### src/rtl/ttt_board_if.sv
// Tic-tac-toe board bus: turn strobes and positions in, referee flags and board image out.
interface ttt_board_if #(
  parameter int PW = 4
);
  logic          clr;
  logic          o_en;
  logic          x_en;
  logic [PW-1:0] o_pos;
  logic [PW-1:0] x_pos;
  logic          illegal_move;
  logic          no_space;
  logic          win;
  logic [1:0]    winner;
  logic [3:0]    move_count;
  logic [17:0]   board;

  modport master (
    output clr, o_en, x_en, o_pos, x_pos,
    input  illegal_move, no_space, win, winner, move_count, board
  );

  modport slave (
    input  clr, o_en, x_en, o_pos, x_pos,
    output illegal_move, no_space, win, winner, move_count, board
  );
endinterface

### src/rtl/ttt_board.sv
// Tic-tac-toe board store and referee.
// Commits O/X marks from the game FSM's turn strobes into a 3x3 board, flags
// illegal moves in the same cycle as the strobe, and keeps sticky win/winner,
// no_space and move_count registered alongside the board image.
// Cell i lives in board[2i+1:2i]: 00 empty, 01 X, 10 O.
module ttt_board (
  input  logic      clk,
  input  logic      rst,
  ttt_board_if.slave bus
);
  localparam int NCELL = 9;
  localparam int PW    = 4;

  localparam logic [1:0] MARK_X = 2'b01;
  localparam logic [1:0] MARK_O = 2'b10;

  logic [17:0] board_q;
  logic [17:0] next_board;
  logic [3:0]  count_q;
  logic [3:0]  next_count;
  logic        win_q;
  logic [1:0]  winner_q;
  logic        no_space_q;
  logic [1:0]  line_sym;
  logic        o_bad;
  logic        x_bad;
  logic        o_commit;
  logic        x_commit;

  // A move is bad when it points off the board, at an occupied cell, or the game is won.
  function automatic logic is_bad(input logic [PW-1:0] p, input logic [17:0] b,
                                  input logic w);
    logic occ;
    occ = 1'b0;
    for (int i = 0; i < NCELL; i++) begin
      if (p == PW'(i) && b[2*i +: 2] != 2'b00) occ = 1'b1;
    end
    return (p > PW'(8)) || occ || w;
  endfunction

  // Returns the symbol owning a line of three cells, or 00 if the line is not complete.
  function automatic logic [1:0] line_owner(input logic [17:0] b, input int a,
                                            input int c, input int d);
    logic [1:0] sa;
    logic [1:0] sc;
    logic [1:0] sd;
    sa = b[2*a +: 2];
    sc = b[2*c +: 2];
    sd = b[2*d +: 2];
    if (sa != 2'b00 && sa == sc && sc == sd) return sa;
    return 2'b00;
  endfunction

  // Judge the pending strobes against the current board and build the next board.
  always_comb begin
    o_bad      = is_bad(bus.o_pos, board_q, win_q);
    x_bad      = is_bad(bus.x_pos, board_q, win_q);
    o_commit   = bus.o_en & ~bus.x_en & ~o_bad;
    x_commit   = bus.x_en & ~bus.o_en & ~x_bad;
    next_board = board_q;
    next_count = count_q;
    for (int i = 0; i < NCELL; i++) begin
      if (o_commit && bus.o_pos == PW'(i)) next_board[2*i +: 2] = MARK_O;
      if (x_commit && bus.x_pos == PW'(i)) next_board[2*i +: 2] = MARK_X;
    end
    if ((o_commit || x_commit) && count_q != 4'd9) next_count = count_q + 4'd1;
  end

  // Scan all eight lines of the next board so the referee has no lag behind board.
  always_comb begin
    line_sym = 2'b00;
    if (line_sym == 2'b00) line_sym = line_owner(next_board, 0, 1, 2);
    if (line_sym == 2'b00) line_sym = line_owner(next_board, 3, 4, 5);
    if (line_sym == 2'b00) line_sym = line_owner(next_board, 6, 7, 8);
    if (line_sym == 2'b00) line_sym = line_owner(next_board, 0, 3, 6);
    if (line_sym == 2'b00) line_sym = line_owner(next_board, 1, 4, 7);
    if (line_sym == 2'b00) line_sym = line_owner(next_board, 2, 5, 8);
    if (line_sym == 2'b00) line_sym = line_owner(next_board, 0, 4, 8);
    if (line_sym == 2'b00) line_sym = line_owner(next_board, 2, 4, 6);
  end

  // Register board, count and referee flags; clr wins over any strobe, win is sticky.
  always_ff @(posedge clk or posedge rst) begin
    if (rst) begin
      board_q    <= '0;
      count_q    <= '0;
      win_q      <= 1'b0;
      winner_q   <= 2'b00;
      no_space_q <= 1'b0;
    end else if (bus.clr) begin
      board_q    <= '0;
      count_q    <= '0;
      win_q      <= 1'b0;
      winner_q   <= 2'b00;
      no_space_q <= 1'b0;
    end else begin
      board_q    <= next_board;
      count_q    <= next_count;
      no_space_q <= (next_count == 4'd9);
      if (!win_q && line_sym != 2'b00) begin
        win_q    <= 1'b1;
        winner_q <= line_sym;
      end
    end
  end

  assign bus.illegal_move = (bus.o_en & ~bus.x_en & o_bad)
                          | (bus.x_en & ~bus.o_en & x_bad)
                          | (bus.o_en & bus.x_en);
  assign bus.board      = board_q;
  assign bus.move_count = count_q;
  assign bus.win        = win_q;
  assign bus.winner     = winner_q;
  assign bus.no_space   = no_space_q;
endmodule

### src/flat_wrapper.sv
// flat-port wrapper written by rule: the top's interface ports become plain ports
module ttt_board_flat 
  (clk, rst, bus_clr, bus_o_en, bus_x_en, bus_o_pos, bus_x_pos, bus_illegal_move, bus_no_space, bus_win, bus_winner, bus_move_count, bus_board);
  ttt_board_if bus_i ();
  input  logic clk;
  input  logic rst;
  input wire logic [$bits(bus_i.clr)-1:0] bus_clr;
  input wire logic [$bits(bus_i.o_en)-1:0] bus_o_en;
  input wire logic [$bits(bus_i.x_en)-1:0] bus_x_en;
  input wire logic [$bits(bus_i.o_pos)-1:0] bus_o_pos;
  input wire logic [$bits(bus_i.x_pos)-1:0] bus_x_pos;
  output wire logic [$bits(bus_i.illegal_move)-1:0] bus_illegal_move;
  output wire logic [$bits(bus_i.no_space)-1:0] bus_no_space;
  output wire logic [$bits(bus_i.win)-1:0] bus_win;
  output wire logic [$bits(bus_i.winner)-1:0] bus_winner;
  output wire logic [$bits(bus_i.move_count)-1:0] bus_move_count;
  output wire logic [$bits(bus_i.board)-1:0] bus_board;
  assign bus_i.clr = bus_clr;
  assign bus_i.o_en = bus_o_en;
  assign bus_i.x_en = bus_x_en;
  assign bus_i.o_pos = bus_o_pos;
  assign bus_i.x_pos = bus_x_pos;
  assign bus_illegal_move = bus_i.illegal_move;
  assign bus_no_space = bus_i.no_space;
  assign bus_win = bus_i.win;
  assign bus_winner = bus_i.winner;
  assign bus_move_count = bus_i.move_count;
  assign bus_board = bus_i.board;
  ttt_board u_core (.clk(clk), .rst(rst), .bus(bus_i));
endmodule
### config.mk
export PLATFORM = sky130hd
export DESIGN_NAME = ttt_board_flat
export DESIGN_NICKNAME = d
export VERILOG_FILES = /design/src/rtl/ttt_board_if.sv /design/src/rtl/ttt_board.sv /design/src/flat_wrapper.sv
export SDC_FILE = /design/constraint.sdc
export NUM_CORES = 1
export LEC_CHECK = 0
export CORE_UTILIZATION = 58
export DETAILED_ROUTE_END_ITERATION = 12
export GPL_TIMING_DRIVEN = 0
export PLACE_DENSITY = 0.9
export REMOVE_ABC_BUFFERS = 1
export SLEW_MARGIN = 40
export SYNTH_ARGS = -nofsm -noshare
export SYNTH_HDL_FRONTEND = slang
export SYNTH_SLANG_ARGS = --single-unit
### constraint.sdc
create_clock -name clk -period 7.99 [get_ports clk]
set_input_delay 2.397 -clock clk [delete_from_list [all_inputs] [get_ports clk]]
set_output_delay 2.397 -clock clk [all_outputs]
set_load 0.1 [all_outputs]
# Word-level counts from Yosys, hierarchy flattened
# Cells that the tools add are included.
totals:
  ff_bits: 26
  inputBits: 13
  out_inout_bits: 27
  word_cells: 222
op_classes:
  addsub: 1
  order_cmp: 2
  n_eq_ne: 34
  mux: 82
  bitwise: 13
  reduce_logical: 85
op_table:
  columns: ["cell", "count"]
  rows:
  - ["2-bit 2-to-1 mux", 43]
  - ["1-bit logical AND", 54]
  - ["1-bit 2-to-1 mux", 36]
  - ["2-bit equality test", 16]
  - ["4-bit by 3-bit equality test with 1-bit output, second input constant", 8]
  - ["2-bit nonzero test", 16]
  - ["18-bit 2-to-1 mux", 1]
  - ["4-bit by 2-bit equality test with 1-bit output, second input constant", 4]
  - ["2-bit zero test", 7]
  - ["4-bit equality test, second input constant", 3]
  - ["4-bit by 1-bit equality test with 1-bit output, second input constant", 2]
  - ["4-bit > comparator, second input constant", 2]
  - ["4-bit zero test", 2]
  - ["4-bit 2-to-1 mux", 2]
  - ["1-bit AND", 7]
  - ["1-bit logical OR", 5]
  - ["4-bit by 1-bit adder with 4-bit output, second input constant", 1]
  - ["4-bit inequality test, second input constant", 1]
  - ["1-bit inverter", 4]
  - ["1-bit OR", 2]
  - ["1-bit zero test", 1]

# Logic depth before layout (Yosys ltp)
logic_depth:
  depth_word: 55
  mapped_depth: 11

# Worst setup path after synthesis
# Ideal clock, no wire load.
synth_path:
  path_kind: "input -> output"
  from: "input bus_x_pos[0]"
  to: "output bus_illegal_move"
  arrival_ns: 4.163
  required_ns: 5.593
  setup_slack_ns: 1.430
  stages: 6
  path_buffers: 1
  path_cell_list: "clkbuf_1 > nor3_1 > a2111oi_0 > o21ai_0 > nand3_1 > a22o_1"
synth_between:
  elab_chain_cells: 16
  elab_cells_between_ends: 33
  cone_classes: "order compare: 1; eq/ne: 8; mux: 9; bitwise: 3; reduce/logical: 12"
synth_lines:
  columns: ["item", "line_no", "rtl"]
  rows:
  - ["start, declared", "flat_wrapper.sv:11", "input wire logic [$bits(bus_i.x_pos)-1:0] bus_x_pos;"]
  - ["4-bit zero test", "ttt_board.sv:36", "if (p == PW'(i) && b[2*i +: 2] != 2'b00) occ = 1'b1;"]
  - ["1-bit logical AND", "ttt_board.sv:36", null]
  - ["1-bit 2-to-1 mux (9 in a row)", "ttt_board.sv:36", null]
  - ["1-bit logical OR (*) (2 in a row)", "ttt_board.sv:38", "return (p > PW'(8)) || occ || w;"]
  - ["1-bit AND (*)", "ttt_board.sv:108", "| (bus.x_en & ~bus.o_en & x_bad)"]
  - ["1-bit OR (*)", "ttt_board.sv:108", null]
  - ["1-bit OR (*)", "ttt_board.sv:109", "| (bus.o_en & bus.x_en);"]
  - ["end, declared", "flat_wrapper.sv:12", "output wire logic [$bits(bus_i.illegal_move)-1:0] bus_illegal_move;"]
# Mark *: on every way between the ends. The rest lies on a longest branch, timed or not.

# Worst setup path in the final report
layout_path:
  from: "input bus_o_pos[0]"
  to: "output bus_illegal_move"
layout_between:
  elab_chain_cells: 16
  elab_cells_between_ends: 33
  cone_classes: "order compare: 1; eq/ne: 8; mux: 9; bitwise: 3; reduce/logical: 12"
layout_lines:
  columns: ["item", "line_no", "rtl"]
  rows:
  - ["start, declared", "flat_wrapper.sv:10", "input wire logic [$bits(bus_i.o_pos)-1:0] bus_o_pos;"]
  - ["4-bit zero test", "ttt_board.sv:36", null]
  - ["1-bit logical AND", "ttt_board.sv:36", null]
  - ["1-bit 2-to-1 mux (9 in a row)", "ttt_board.sv:36", null]
  - ["1-bit logical OR (*) (2 in a row)", "ttt_board.sv:38", null]
  - ["1-bit AND (*)", "ttt_board.sv:107", "assign bus.illegal_move = (bus.o_en & ~bus.x_en & o_bad)"]
  - ["1-bit OR (*)", "ttt_board.sv:108", null]
  - ["1-bit OR (*)", "ttt_board.sv:109", null]
# Marks and branches as above.

==> reports/qor.yml <==
sta:
  clock.fmax_ghz: 0.1363
  setup_viol: 0
  layout_setup_ws_ns: 0.6528
  hold_ws_ns: 0.5821
  clock_skew_ns: 0.006601
  tns_ns: 0
  post-route-period-util: 0.9183
  slew_viol_final: 0
  fin_crit_ns: 7.337
  rsz0062_at_grt: "false"
  tightest_slew_ns: 0.8099
  relSlewSlack: 0.4530
  final-hold-violation-count: 0
synth:
  ys_ff_latch: 26
  synth_top_family_by_area: "compound AO/OA/AOI/OAI gates"
  synth_largest_area_cell: "dfrtp_1"
  async_flop_share: 1.000
  synth_edf_count: 0
  yosysSeqAreaShare: 0.2797
  synth_compound_area_frac: 0.3281
  synth.distinct_cells: 67
  postSynthAreaPerCell_um2: 7.939
  syn_inst: 293
  synthXorXnorAreaFrac: 0.007531
  synth.most_common_cell: "nor2_1"
  yosysWarnings: 0
  synth_area_leaders: "dfrtp_1 (28%), nor2_1 (7.7%), a41oi_1 (3.4%)"
  synth_commonest_cells: "nor2_1 (48), dfrtp_1 (26), inv_1 (17), nor3_1 (14), a21oi_1 (13)"
  synth_top_area_share: 0.2797
  synthMuxAreaShare: 0.02690
  synth_flop_cell: "dfrtp_1"
  syn_area_um2: 2326
  synth_adder_area_share: 0.01076
  synthSimpleGateAreaFrac: 0.2969
critical_path:
  crit_required_ns: 5.59
  cp_max_fo: 14
  critPathBufInv: 2
  worst_path_dominant_cell_family: "buffers and inverters"
  worstSetupPathType: "input pin to primary output"
  crit_path_top_delay_cell: "clkdlybuf4s50_1"
  reg2reg_setup_slack_ns: 4.37
  end_kind: "primary output"
  critical-path-max-stage-delay_ns: 0.66
  critPathArrivalTime_ns: 4.94
  cp-start-kind: "input pin"
  path_cells: "clkdlybuf4s50_1 > or2_2 > o221ai_1 > mux2i_1 > o211ai_1 > a22o_1 > buf_2"
placed_design:
  placedCellCount: 367
  place_ws_ns: 0.7620
  place_congestion: 0.9650
  io_buffer_count: 39
  dpl.hpwl_mm: 5.262
cts:
  cts_sinks: 26
  clk_pin_slew_ns: 0.10
  worst_skew_pair.late_latency_ns: 0.28
  ctsResizeCount: 0
  cts_tree: "built"
  ctsRootBufferMaster: "clkbuf_8"
  cts_buffers: 3
  clockBufferDepth: 2
  post_cts_buffers: 0
  postCtsHoldBufs: 0
  cts_max_level: 1
drt:
  wl_mm: 7.211
  wire_per_inst_um: 19.44
  vias: 2590
  drt_iter0_drc: 378
  drt_first_pass_iters: 5
  drc_errors: 0
  vias_per_cell: 6.981
  drtAntennaViolNets: 0
floorplanning:
  dieArea_um2: 4267
  io_pins: 40
  core_um2: 3744
  rows: 22
  dieWidth_um: 65.33
  die_h_um: 65.33
  start_util: 0.6213
grt:
  antenna_found_initial: 0
  grt_usage: 0.3588
  grt_pass1_vias: 2364
  overflow: 0
  grt_pass1_wl_mm: 11.63
  grt_max_degree: 28
finish:
  final_util: 0.7109
  nFillCells: 328
  antenna_cells: 0
  area_growth_pct: 14.42
  fin_cells: 371
  drive_gt1_frac: 0.1703
  nets: 339
hold_path:
  hold_path_class: "flop to flop"
run:
  maxCapViolations: 0
pwr:
  powerDensity_nw_per_um2: 124.2
  pwr-share-seq: 0.416
  p_int_mw: 0.2223
  leakage_nw: 1.133
  peakVddDrop_uv: 74.85
  netSwitchingPower_mw: 0.1082
  p_clk_frac: 0.347
  swShare: 0.3274
  comb_power_share: 0.237
status:
  outcome: "finished, final reports clean"
==> cells in the final DEF (no fill, tap or decap), types with 4 or more instances in the layout <==
cell type and count:
nor3_1 14, or3_1 5, nand2b_1 8, mux2i_1 4, nand3_1 5, nor2b_1 5
a41oi_1 9, nand2_1 11, dfrtp_1 26, inv_1 16, a31oi_1 4, or2_2 4
clkdlybuf4s50_1 11, o21ai_0 8, a21oi_1 13, o22ai_1 5, nor3b_1 4, buf_2 28
nor4_1 6, and2_1 4, a211oi_1 5, and3_1 4, nor2_1 48
==> registers in the layout (all words and copies together) (netlist names) <==
name,count
u_core.bus.move_count,4
u_core.bus.no_space,1
u_core.bus.board,18
u_core.bus.win,1
u_core.bus.winner,2
==> path summary, 6_finish.rpt <==
check,startpoint,to,cells past startpoint
max,bus_o_pos[0],bus_illegal_move,7
min,u_core.bus.winner[1]$_DFFE_PP0P_,u_core.bus.winner[1]$_DFFE_PP0P_,2
max reg2reg,u_core.bus.win$_DFFE_PP0P_,u_core.bus.winner[1]$_DFFE_PP0P_,9
min reg2reg,u_core.bus.winner[1]$_DFFE_PP0P_,u_core.bus.winner[1]$_DFFE_PP0P_,2
max in group asynchronous,rst,u_core.bus.board[4]$_DFF_PP0_,2
min in group asynchronous,rst,u_core.bus.board[13]$_DFF_PP0_,2
==> metal layers <==
layer / global-route usage / vias to the layer above / wire, µm
met5: 0 / - / 0
met4: 0.1359 / 0 / 188
met3: 0.05382 / 26 / 675
met2: 0.5851 / 165 / 3412
met1: 0.4766 / 1215 / 2934
li1: - / 1184 / -
==> tightest hold or removal path, cell delays in order, from the launching register on <==
cell      delay [ns]
dfrtp_1         0.36
nand2b_1        0.07
o32ai_2         0.11
==> kinds of logic after synthesis <==
kind of cell,Yosys count
compound gates,96
xor+xnor,2
fa+ha+maj,2
buf+inv,30
flops,26
mux,6
simple gates,131
==> area by class of cell <==
| type | count | area, µm² | share of cell area |
|---|---|---|---|
| timing repair buffer | 39 | 250.2 | 0.09403 |
| clock inverter | 1 | 30.03 | 0.01128 |
| clock buffer | 3 | 41.29 | 0.01551 |
| inverter | 17 | 63.81 | 0.02398 |
| multi-input combinational | 237 | 1565 | 0.5882 |
| sequential | 26 | 650.6 | 0.2445 |
| tap | 48 | 60.06 | 0.02257 |
==> power groups by stage <==
stage | Sequential [mW] | Combinational, mW | Clock, mW
floorplan | 0.155 | 0.0353 | 0
global placement | 0.140 | 0.0781 | 0
detailed placement | 0.140 | 0.0764 | 0
CTS | 0.137 | 0.0768 | 0.115
global route | 0.138 | 0.0838 | 0.119
finish | 0.137 | 0.0783 | 0.115
==> stage by stage <==
step           instance area [µm²]  power (mW)
5_1_grt                       2661      0.3409
6_report                      2661      0.3306
2_1_floorplan                 2273      0.1906
3_5_place_dp                  2584      0.2163
3_3_place_gp                  2724      0.2179
4_1_cts                       2655      0.3296
Note: power is estimated with default switching activity, not from simulation.
